--- src/rtl/seg7_pkg.sv ---
// Shared definitions for the seven-segment scan reader and the segment encoder drivers.
// Glyph table is active-high gfedcba; both ends index it by hex value.
package seg7_pkg;

    localparam int SEG_A  = 0;
    localparam int SEG_B  = 1;
    localparam int SEG_C  = 2;
    localparam int SEG_D  = 3;
    localparam int SEG_E  = 4;
    localparam int SEG_F  = 5;
    localparam int SEG_G  = 6;
    localparam int SEG_DP = 7;

    localparam logic [6:0] GLYPH_TABLE [0:15] = '{
        7'h3F, 7'h06, 7'h5B, 7'h4F, 7'h66, 7'h6D, 7'h7D, 7'h07,
        7'h7F, 7'h6F, 7'h77, 7'h7C, 7'h39, 7'h5E, 7'h79, 7'h71
    };

    typedef enum logic [1:0] {
        IDLE  = 2'd0,
        DWELL = 2'd1,
        HELD  = 2'd2
    } reader_state_t;

    // Caller guarantees a one-hot input; the highest set bit wins otherwise.
    function automatic logic [1:0] onehot_to_idx(input logic [3:0] oh);
        logic [1:0] idx;
        idx = '0;
        for (int i = 0; i < 4; i++) begin
            if (oh[i]) begin
                idx = 2'(i);
            end
        end
        return idx;
    endfunction

endpackage

--- src/rtl/seg7_glyph_decode.sv ---
// Combinational 7-bit segment pattern to hex nibble lookup, no latency, no backpressure.
// o_hit is low when the pattern matches no glyph; o_nibble is then 0.
module seg7_glyph_decode
    import seg7_pkg::*;
(
    input  logic [6:0] i_pattern,
    output logic       o_hit,
    output logic [3:0] o_nibble
);

    always_comb begin
        o_hit    = 1'b0;
        o_nibble = 4'd0;
        for (int i = 0; i < 16; i++) begin
            if (i_pattern == GLYPH_TABLE[i]) begin
                o_hit    = 1'b1;
                o_nibble = 4'(i);
            end
        end
    end

endmodule

--- src/rtl/seg7_scan_reader.sv ---
// Rebuilds the 4-digit hex word from a scanned 7-segment bus; capture visible STABLE_CYCLES+1 edges after a pattern arrives.
// Passive observer: no backpressure, inputs are sampled every cycle.
module seg7_scan_reader
    import seg7_pkg::*;
#(
    parameter int STABLE_CYCLES    = 4,
    parameter int TIMEOUT_CYCLES   = 65536,
    parameter bit SEG_ACTIVE_LOW   = 1'b1,
    parameter bit DIGIT_ACTIVE_LOW = 1'b1
) (
    input  logic        clk,
    input  logic        rst,
    input  logic [7:0]  seg_in,
    input  logic [3:0]  digit_in,
    output logic [15:0] value,
    output logic [3:0]  dp_out,
    output logic [3:0]  digit_valid,
    output logic        frame_valid,
    output logic [15:0] frame_value,
    output logic        pattern_err,
    output logic        stale
);

    localparam int DW = $clog2(STABLE_CYCLES) + 1;
    localparam int TW = $clog2(TIMEOUT_CYCLES) + 1;
    localparam logic [DW-1:0] STABLE_LIM  = DW'(STABLE_CYCLES);
    localparam logic [TW-1:0] TIMEOUT_LIM = TW'(TIMEOUT_CYCLES);

    logic [7:0]    r_seg_q;
    logic [3:0]    r_dig_q;
    logic [11:0]   r_prev_sample;
    reader_state_t r_state;
    logic [DW-1:0] r_dwell;
    logic [TW-1:0] r_to_cnt;
    logic [3:0]    r_mask;
    logic [15:0]   r_value;
    logic [3:0]    r_dp;
    logic [3:0]    r_digit_valid;
    logic          r_frame_valid;
    logic [15:0]   r_frame_value;
    logic          r_pattern_err;
    logic          r_stale;

    logic [7:0]    w_seg_n;
    logic [3:0]    w_dig_n;
    logic [11:0]   w_sample;
    logic          w_selectable;
    logic          w_same;
    reader_state_t w_state_nxt;
    logic [DW-1:0] w_dwell_nxt;
    logic          w_capture;
    logic [1:0]    w_cap_idx;
    logic          w_hit;
    logic [3:0]    w_nibble;
    logic [15:0]   w_value_upd;
    logic [3:0]    w_mask_upd;

    // Internally 1 = lit / enabled regardless of board polarity.
    assign w_seg_n      = r_seg_q ^ {8{SEG_ACTIVE_LOW}};
    assign w_dig_n      = r_dig_q ^ {4{DIGIT_ACTIVE_LOW}};
    assign w_sample     = {w_dig_n, w_seg_n};
    assign w_selectable = $onehot(w_dig_n);
    assign w_same       = (w_sample == r_prev_sample);
    assign w_cap_idx    = onehot_to_idx(w_dig_n);

    seg7_glyph_decode u_decode (
        .i_pattern (w_seg_n[SEG_G:SEG_A]),
        .o_hit     (w_hit),
        .o_nibble  (w_nibble)
    );

    always_comb begin
        w_state_nxt = r_state;
        w_dwell_nxt = r_dwell;
        w_capture   = 1'b0;
        if (!w_selectable) begin
            w_state_nxt = IDLE;
            w_dwell_nxt = '0;
        end else if (!(r_state == HELD && w_same)) begin
            // Any change restarts the dwell on the new sample.
            w_dwell_nxt = (r_state == DWELL && w_same) ? r_dwell + DW'(1) : DW'(1);
            if (w_dwell_nxt == STABLE_LIM) begin
                w_capture   = 1'b1;
                w_state_nxt = HELD;
            end else begin
                w_state_nxt = DWELL;
            end
        end
    end

    always_comb begin
        w_value_upd = r_value;
        w_value_upd[{w_cap_idx, 2'b00} +: 4] = w_nibble;
        w_mask_upd  = r_mask | (4'b0001 << w_cap_idx);
    end

    always_ff @(posedge clk) begin
        if (rst) begin
            r_seg_q       <= '0;
            r_dig_q       <= '0;
            r_prev_sample <= '0;
            r_state       <= IDLE;
            r_dwell       <= '0;
            r_to_cnt      <= '0;
            r_mask        <= '0;
            r_value       <= '0;
            r_dp          <= '0;
            r_digit_valid <= '0;
            r_frame_valid <= 1'b0;
            r_frame_value <= '0;
            r_pattern_err <= 1'b0;
            r_stale       <= 1'b0;
        end else begin
            r_seg_q       <= seg_in;
            r_dig_q       <= digit_in;
            r_prev_sample <= w_sample;
            r_state       <= w_state_nxt;
            r_dwell       <= w_dwell_nxt;
            r_frame_valid <= 1'b0;
            r_pattern_err <= 1'b0;
            if (w_capture) begin
                r_to_cnt <= '0;
                r_stale  <= 1'b0;
                if (w_hit) begin
                    r_value                  <= w_value_upd;
                    r_dp[w_cap_idx]          <= w_seg_n[SEG_DP];
                    r_digit_valid[w_cap_idx] <= 1'b1;
                    if (w_mask_upd == 4'hF) begin
                        r_frame_valid <= 1'b1;
                        r_frame_value <= w_value_upd;
                        r_mask        <= '0;
                    end else begin
                        r_mask <= w_mask_upd;
                    end
                end else begin
                    r_digit_valid[w_cap_idx] <= 1'b0;
                    r_pattern_err            <= 1'b1;
                end
            end else if (r_to_cnt != TIMEOUT_LIM) begin
                // Saturates at the limit; stale side effects fire once on arrival.
                r_to_cnt <= r_to_cnt + TW'(1);
                if (r_to_cnt + TW'(1) == TIMEOUT_LIM) begin
                    r_stale       <= 1'b1;
                    r_digit_valid <= '0;
                    r_mask        <= '0;
                end
            end
        end
    end

    assign value       = r_value;
    assign dp_out      = r_dp;
    assign digit_valid = r_digit_valid;
    assign frame_valid = r_frame_valid;
    assign frame_value = r_frame_value;
    assign pattern_err = r_pattern_err;
    assign stale       = r_stale;

endmodule
--- config.mk ---
export PLATFORM = sky130hd
export DESIGN_NAME = seg7_scan_reader
export DESIGN_NICKNAME = d
export VERILOG_FILES = /design/src/rtl/seg7_pkg.sv /design/src/rtl/seg7_glyph_decode.sv /design/src/rtl/seg7_scan_reader.sv
export SDC_FILE = /design/constraint.sdc
export NUM_CORES = 1
export LEC_CHECK = 0
export CORE_MARGIN = 5
export CORE_UTILIZATION = 45
export DETAILED_ROUTE_END_ITERATION = 6
export GPL_TIMING_DRIVEN = 1
export PLACE_DENSITY = 0.7
export RECOVER_POWER = 100
export SYNTH_ARGS = -nofsm -noshare
export SYNTH_HDL_FRONTEND = slang
export SYNTH_SLANG_ARGS = --single-unit
--- constraint.sdc ---
create_clock -name clk -period 6.06 [get_ports clk]
set_clock_uncertainty 0.2 [all_clocks]
set_input_delay 0.606 -clock clk [delete_from_list [all_inputs] [get_ports clk]]
set_output_delay 0.606 -clock clk [all_outputs]
set_load 0.01 [all_outputs]
==> results.tsv, run 1 <==
stage	metric	value	unit
floorplan	core_area	10180	sq um
floorplan	dieArea	12380	sq um
outcome	failed_checks	capacitance limit, slew limit	
worst_setup_path	crit_top_cell	ha_1	
drt	drtPass1Iterations	4	
place	dpl.hpwl	7482	um
layout	final_cell_mix	dfxtp_1 (93), nor2_1 (62), nand2_1 (55)	
drt	avgRoutedWirePerCell	15.41	um
power	power_density	222.8	nW/um^2
worst_setup_path	crit_buf_inv	2	
logic_synthesis	yosysUniqueCellTypes	67	
clock_network	post_cts_buffers	0	
worst_setup_path	worstPathCellList	fa_1, inv_1, ha_1, ha_1, nor3b_1, nor4b_1, nand4_1, a211oi_1, clkbuf_1, o21ai_0, o32ai_1	
clock_network	htreeDepth	3	
outcome	status	finished, violations left	
floorplan	num_io_pins	57	
layout	postLayoutCoreUtil	52.65	%
logic_synthesis	async_reset_ff_share	0	%
floorplan	die_h	111.3	um
worst_setup_path	worstPathMaxFanout	23	
logic_synthesis	synth.net_count	541	
min_path	worstHoldStart	stale$_SDFFE_PP0P_	
worst_setup_path	critPathMaxStageDelay	900	ps
clock_network	cts_hold_buf	0	
clock_network	cts_root_buf	clkbuf_8	
place	place_congestion	0.8262	
global_route	grt_max_degree	58	
power	irDropWorstVdd	146.6	uV
layout	syn_to_final_growth	16.18	%
min_path	hold_end	stale$_SDFFE_PP0P_	
min_path	hold_depth	2	
worst_setup_path	critPathRequiredTime	6130	ps
logic_synthesis	synthesis.area	4616	sq um
logic_synthesis	syn-instance-count	520	
clock_network	clk_pin_slew	90	ps
drt	drt-vias-per-instance	5.442	
sta	fin_crit	4594	ps
clock_network	clock_latency	370	ps
worst_setup_path	r2r_slack	1470	ps
clock_network	cts_tree	yes	
logic_synthesis	yosys.area.top_type_share	40.34	%
worst_setup_path	crit_family	buffers and inverters	
drt	drc	0	
logic_synthesis	ys_ff_latch	93	
logic_synthesis	yosysTopAreaCell	dfxtp_1	
sta	rsz0062_at_grt	false	
layout	drive_gt1_share	5.914	%
flow_run	cap_violations	1	
floorplan	rows	37	
sta	clock.fmax	217.7	MHz
layout	diodes	0	
clock_network	cts_resized	0	
global_route	gr-usage-all-layers	17.42	%
min_path	hold_path.class	reg2reg	
worst_setup_path	cp-end-kind	flip-flop	
global_route	grt_pass1_wl	17840	um
layout	nNetsFinal	575	
sta	slew_violations	58	
floorplan	die_w	111.3	um
clock_network	cts-buffers-inserted	9	
logic_synthesis	yosys-top-cells-area	dfxtp_1 (40%), nor2_1 (5.0%), mux2i_1 (4.6%)	
logic_synthesis	synth-seq-area-share	40.34	%
worst_setup_path	reg2reg_depth	11	
drt	vias	3777	
global_route	first_global_vias	3628	
worst_setup_path	slowest_stage	clkbuf_1	
drt	ant_nets	0	
sta	timing.slew.headroom	-61.82	%
worst_setup_path	crit_type	reg2reg	
sta	min_period_over_period	75.81	%
layout	layout_commonest_cell	dfxtp_1	
logic_synthesis	syn_area_per_cell	8.876	sq um
worst_setup_path	cp_data_arrival_time	4660	ps
logic_synthesis	ys_warn_count	0	
global_route	antenna_found_initial	0	
sta	tns	0	ps
clock_network	clockBufferDepth	2	
place	io_buffers	56	
floorplan	initial_utilization	45.32	%
sta	finalSetupViolCount	0	
worst_setup_path	rr_endpoint	frame_value[13]$_SDFFE_PP0P_	
sta	worst_pin_slew	2427	ps
worst_setup_path	worstReg2RegStart	r_dig_q[3]$_SDFF_PP0_	
sta	hold_violations	0	
logic_synthesis	synth_ff_type	dfxtp_1	
power	leakage	2.038	nW
drt	wirelength	10690	um
logic_synthesis	synth_edf_count	0	
clock_network	cts_num_sinks	93	
global_route	overflow	0	
worst_setup_path	start_kind	flip-flop	
drt	drtIter0Drc	218	
[layout make-up]
type / instances / area (sq um)
Fill cell: 964 / 4822
Multi-Input combinational cell: 382 / 2515
Sequential cell: 93 / 1862
Timing Repair Buffer: 58 / 563.0
Tap cell: 136 / 170.2
Clock buffer: 9 / 123.9
Clock inverter: 6 / 91.34
Inverter: 10 / 37.54
[cells in the mapped netlist, types with 3 or more instances]
master    number
nand2b_1      11
nor2_1        61
nand4_1       11
xnor2_1       21
and3_1         9
nor4_4         4
dfxtp_1       93
inv_1          9
nor3_1         9
a311oi_1       6
nand2_1       54
nand3_1        7
o41ai_1        4
a211oi_2       3
xor2_1        11
and4_1         4
or2_2          4
clkbuf_1      20
or3_1          3
nor4_1        11
o21ai_0       21
buf_2          8
nor4b_1        3
a211oi_1       8
nor2b_1       18
o21ai_1        3
ha_1           6
o32ai_1        3
a21oi_1       19
o211ai_1       4
buf_4          5
mux2i_1       21
and3b_1        3
[cells by family (layout without fill, tap and decap cells)]
family	count (synthesis)	after routing	share of synthesized area, %
AOI/OAI and AO/OA	92	92	15.02
xor gates and xnor gates	32	32	6.072
adders and majority gates	7	7	2.060
buffers and inverters	45	83	4.608
DFF	93	93	40.34
muxes	22	22	4.798
and+or+nand+nor	229	229	27.11
[report_power, final]
| part | switching [W] | internal [W] | leakage [nW] |
|---|---|---|---|
| combinational | 0.0000556 | 0.0000389 | 1.17 |
| clock | 0.000224 | 0.000234 | 0.110 |
| sequential | 0.0000192 | 0.000623 | 0.757 |
[worst register-to-register path: stages, from the launching register on]
cell      delay [ps]
dfxtp_1          800
fa_1             530
inv_1             70
ha_1             140
ha_1             220
nor3b_1          310
nor4b_1          270
nand4_1          290
a211oi_1         290
clkbuf_1         900
o21ai_0          210
o32ai_1          270
[per-stage QoR]
stage / setup WS, ps / power, W / std cells / hold slack [ps] / area [sq um]
2_1_floorplan: 2849 / 0.0007271 / 520 / 247.4 / 4616
3_3_place_gp: 2408 / 0.0007485 / 679 / 233.3 / 5181
3_5_place_dp: 2197 / 0.0007515 / 679 / 254.2 / 5181
4_1_cts: 2192 / 0.001210 / 694 / 265.3 / 5396
5_1_grt: 1035 / 0.001248 / 694 / 294.2 / 5363
6_report: 1466 / 0.001195 / 694 / 251.0 / 5363
[registers in the layout, summed over array words and instances (netlist names), 2 cells and up]
| signal | count |
|---|---|
| digit_valid | 4 |
| dp_out | 4 |
| frame_value | 16 |
| r_dig_q | 4 |
| r_dwell | 3 |
| r_mask | 4 |
| r_prev_sample | 12 |
| r_seg_q | 8 |
| r_state | 2 |
| r_to_cnt | 17 |
| value | 16 |
[layer usage]
layer	routed length (um)	track usage [%]
met2	5000	27.91
met3	542	5.076
met5	0	0
met4	125	4.785
met1	5025	22.93
[how the worst max path moves through the flow]
stage | slack [ps] | startpoint | cells after the start | to
floorplan | 2850 | r_dig_q[0]$_SDFF_PP0_ | 11 | frame_value[11]$_SDFFE_PP0P_
detailed placement | 2200 | r_dig_q[3]$_SDFF_PP0_ | 11 | frame_value[13]$_SDFFE_PP0P_
global placement | 2410 | r_dig_q[3]$_SDFF_PP0_ | 11 | frame_value[13]$_SDFFE_PP0P_
finish | 1470 | r_dig_q[3]$_SDFF_PP0_ | 11 | frame_value[13]$_SDFFE_PP0P_
global route | 1040 | r_dig_q[3]$_SDFF_PP0_ | 11 | frame_value[13]$_SDFFE_PP0P_
CTS | 2190 | r_dig_q[3]$_SDFF_PP0_ | 11 | frame_value[13]$_SDFFE_PP0P_
(Power assumes the default switching activity.)
==> inputs of run 2 (changes only) <==
PLACE_DENSITY = 0.72   (was 0.7)
clock period = 3.9 ns   (was 6.06 ns; I/O delays follow)
==> run 2 against run 1 <==
Compared with the run above: critical path depth is 2 lower; clock-buffer cell count rose by 1; first-iteration DRC count is 17% higher; register-to-register slack got worse by 1200 ps; global-route usage increased by 0.24 points; non-clock buffer count increased by 4; the run still ends with capacitance limit, slew limit left; wire length increased by 2.3%.
==> results.tsv, run 2 (synthesis gave the netlist of run 1 again) <==
stage	metric	value	unit	change
outcome	status	finished, violations left		unchanged
outcome	failed_checks	capacitance limit, slew limit		unchanged
global_route	overflow	0		unchanged
global_route	gr-usage-all-layers	17.66	%	was 17.42%
place	place_congestion	0.8638		was 0.8262
drt	avgRoutedWirePerCell	15.65	um	was 15.41 um
worst_setup_path	start_kind	flip-flop		unchanged
global_route	grtUsageMet2	29.63	%	was 27.91%
floorplan	num_io_pins	57		unchanged
flow_run	cap_violations	1		unchanged
power	power_frac_seq	56.2	%	was 53.8%
floorplan	die_h	111.3	um	unchanged
clock_network	clockBufferDepth	2		unchanged
global_route	top_usage_layer	met2		unchanged
worst_setup_path	cp_data_arrival_time	3620	ps	was 4660 ps
power	clkPwrFrac	35.3	%	was 38.3%
sta	worst_pin_slew	1756	ps	was 2427 ps
worst_setup_path	cp-end-kind	flip-flop		unchanged
layout	top_register	r_to_cnt		unchanged
global_route	antenna_found_initial	0		unchanged
clock_network	cts_root_buf	clkbuf_8		unchanged
floorplan	die_w	111.3	um	unchanged
place	dpl.hpwl	7790	um	was 7482 um
global_route	met1_usage	22.47	%	was 22.93%
power	p_total	0.001772	W	was 0.001195 W
layout	final_cell_mix	dfxtp_1 (93), nor2_1 (62), nand2_1 (54)		was dfxtp_1 (93), nor2_1 (62), nand2_1 (55)
drt	drtPass1Iterations	4		unchanged
sta	fin_crit	3657	ps	was 4594 ps
min_path	hold_path.class	reg2reg		unchanged
global_route	use_met3	4.913	%	was 5.076%
place	io_buffers	56		unchanged
sta	finalSetupViolCount	0		unchanged
drt	drc	0		unchanged
place	place_inst	681		was 679
layout	nNetsFinal	579		was 575
clock_network	cts_resized	0		unchanged
sta	hold_violations	0		unchanged
sta	min_period_over_period	93.77	%	was 75.81%
power	power_density	330.0	nW/um^2	was 222.8 nW/um^2
layout	largest_reg_flops	17		unchanged
global_route	grt_pass1_wl	18430	um	was 17840 um
power	p_sw_share	27.13	%	was 25.01%
clock_network	cts_num_sinks	93		unchanged
clock_network	clk_pin_slew	90	ps	about the same
sta	slew_violations	40		was 58
layout	syn_to_final_growth	16.32	%	was 16.18%
sta	timing.slew.headroom	-17.05	%	was -61.82%
layout	diodes	0		unchanged
clock_network	cts_tree	yes		unchanged
sta	worst_slack	242.9	ps	was 1466 ps
floorplan	core_area	10180	sq um	unchanged
layout	layout_commonest_cell	dfxtp_1		unchanged
floorplan	initial_utilization	45.32	%	unchanged
power	intPower	0.001291	W	was 0.0008958 W
sta	hold_ws	245.5	ps	was 251.0 ps
place	dp_slack	313.8	ps	was 2197 ps
worst_setup_path	crit_top_cell	ha_1		unchanged
drt	vias	3869		was 3777
floorplan	dieArea	12380	sq um	unchanged
floorplan	rows	37		unchanged
worst_setup_path	slowest_stage	a211oi_2		was clkbuf_1
sta	tns	0	ps	unchanged
worst_setup_path	crit_type	reg2reg		unchanged
clock_network	htreeDepth	3		unchanged
power	leakage	2.052	nW	was 2.038 nW
drt	drtIter0Drc	254		was 218
sta	clock.fmax	273.4	MHz	was 217.7 MHz
worst_setup_path	worstPathCellList	fa_1, inv_1, ha_1, ha_1, nor3b_1, nand2_1, a211oi_2, and3_1, a211oi_1		was fa_1, inv_1, ha_1, ha_1, nor3b_1, nor4b_1, nand4_1, a211oi_1, clkbuf_1, o21ai_0, o32ai_1
power	switchingPower	0.0004807	W	was 0.0002988 W
layout	layoutNonFillerInstCount	699		was 694
power	comb_power_share	8.5	%	was 7.9%
worst_setup_path	worstPathMaxFanout	18		was 23
clock_network	cts-buffers-inserted	9		unchanged
drt	ant_nets	0		unchanged
global_route	first_global_vias	3781		was 3628
worst_setup_path	critPathRequiredTime	3860	ps	was 6130 ps
clock_network	clock_latency	370	ps	about the same
layout	drive_gt1_share	7.460	%	was 5.914%
worst_setup_path	critPathMaxStageDelay	930	ps	was 900 ps
global_route	grt_max_degree	40		was 58
power	irDropWorstVdd	230.2	uV	was 146.6 uV
drt	wirelength	10940	um	was 10690 um
drt	drt-vias-per-instance	5.535		was 5.442
==> run 2: critical path, delay by kind of cell (launching register included) <==
kind	cells	cell delay, ps
AO/OA/AOI/OAI	2	990
adder cells (fa/ha/maj)	3	960
buffers and inverters	1	40
flip-flops	1	390
AND/OR/NAND/NOR	3	890
==> run 2: per-stage QoR <==
step | area, sq um | util, %
4_1_cts | 5388 | 52.90
3_3_place_gp | 5196 | 51.02
5_1_grt | 5369 | 52.72
2_1_floorplan | 4616 | -
3_5_place_dp | 5196 | 51.02
6_report | 5369 | 52.72
==> run 2: worst paths after layout <==
kind | startpoint | endpoint | slack [ps] | depth (start not counted)
hold reg to reg | stale$_SDFFE_PP0P_ | stale$_SDFFE_PP0P_ | 250 | 2
setup reg to reg | r_dig_q[1]$_SDFF_PP0_ | r_mask[3]$_SDFFE_PP0P_ | 240 | 9
hold / removal | stale$_SDFFE_PP0P_ | stale$_SDFFE_PP0P_ | 250 | 2
setup / recovery | r_dig_q[1]$_SDFF_PP0_ | r_mask[3]$_SDFFE_PP0P_ | 240 | 9
==> run 2: cell type report <==
class	instances	area, sq um
fillers	959	4816
repair buffers	62	595.6
well taps	136	170.2
clock buffers	10	137.6
multi-input cells	382	2512
inverters	10	37.54
flip-flops and latches	93	1862
clock inverters	6	53.80
==> run 2: timing repair <==
action	4_1_cts	5_1_grt
setup endpoints to repair	0	2
setup buffers	0	2
hold buffers	0	0
==> run 2: routing by layer <==
metal	wire length, um	vias up
met1	4837	1850
met4	161	0
li1	-	1916
met3	598	14
met2	5343	89
met5	0	-
==> run 2: power groups by stage <==
stage / registers [W] / logic, W / clock network (W)
final: 0.000996 / 0.000151 / 0.000626
after global routing: 0.00100 / 0.000166 / 0.000684
after CTS: 0.000995 / 0.000153 / 0.000645
after detailed placement: 0.00102 / 0.000152 / 0
after global placement: 0.00102 / 0.000149 / 0
after floorplan: 0.00100 / 0.000128 / 0
==> inputs of run 3 (changes only) <==
SLEW_MARGIN = 40   (was default)
==> results of run 3 <==
No change in the layout: final DEF, timing and power equal those of run 2.
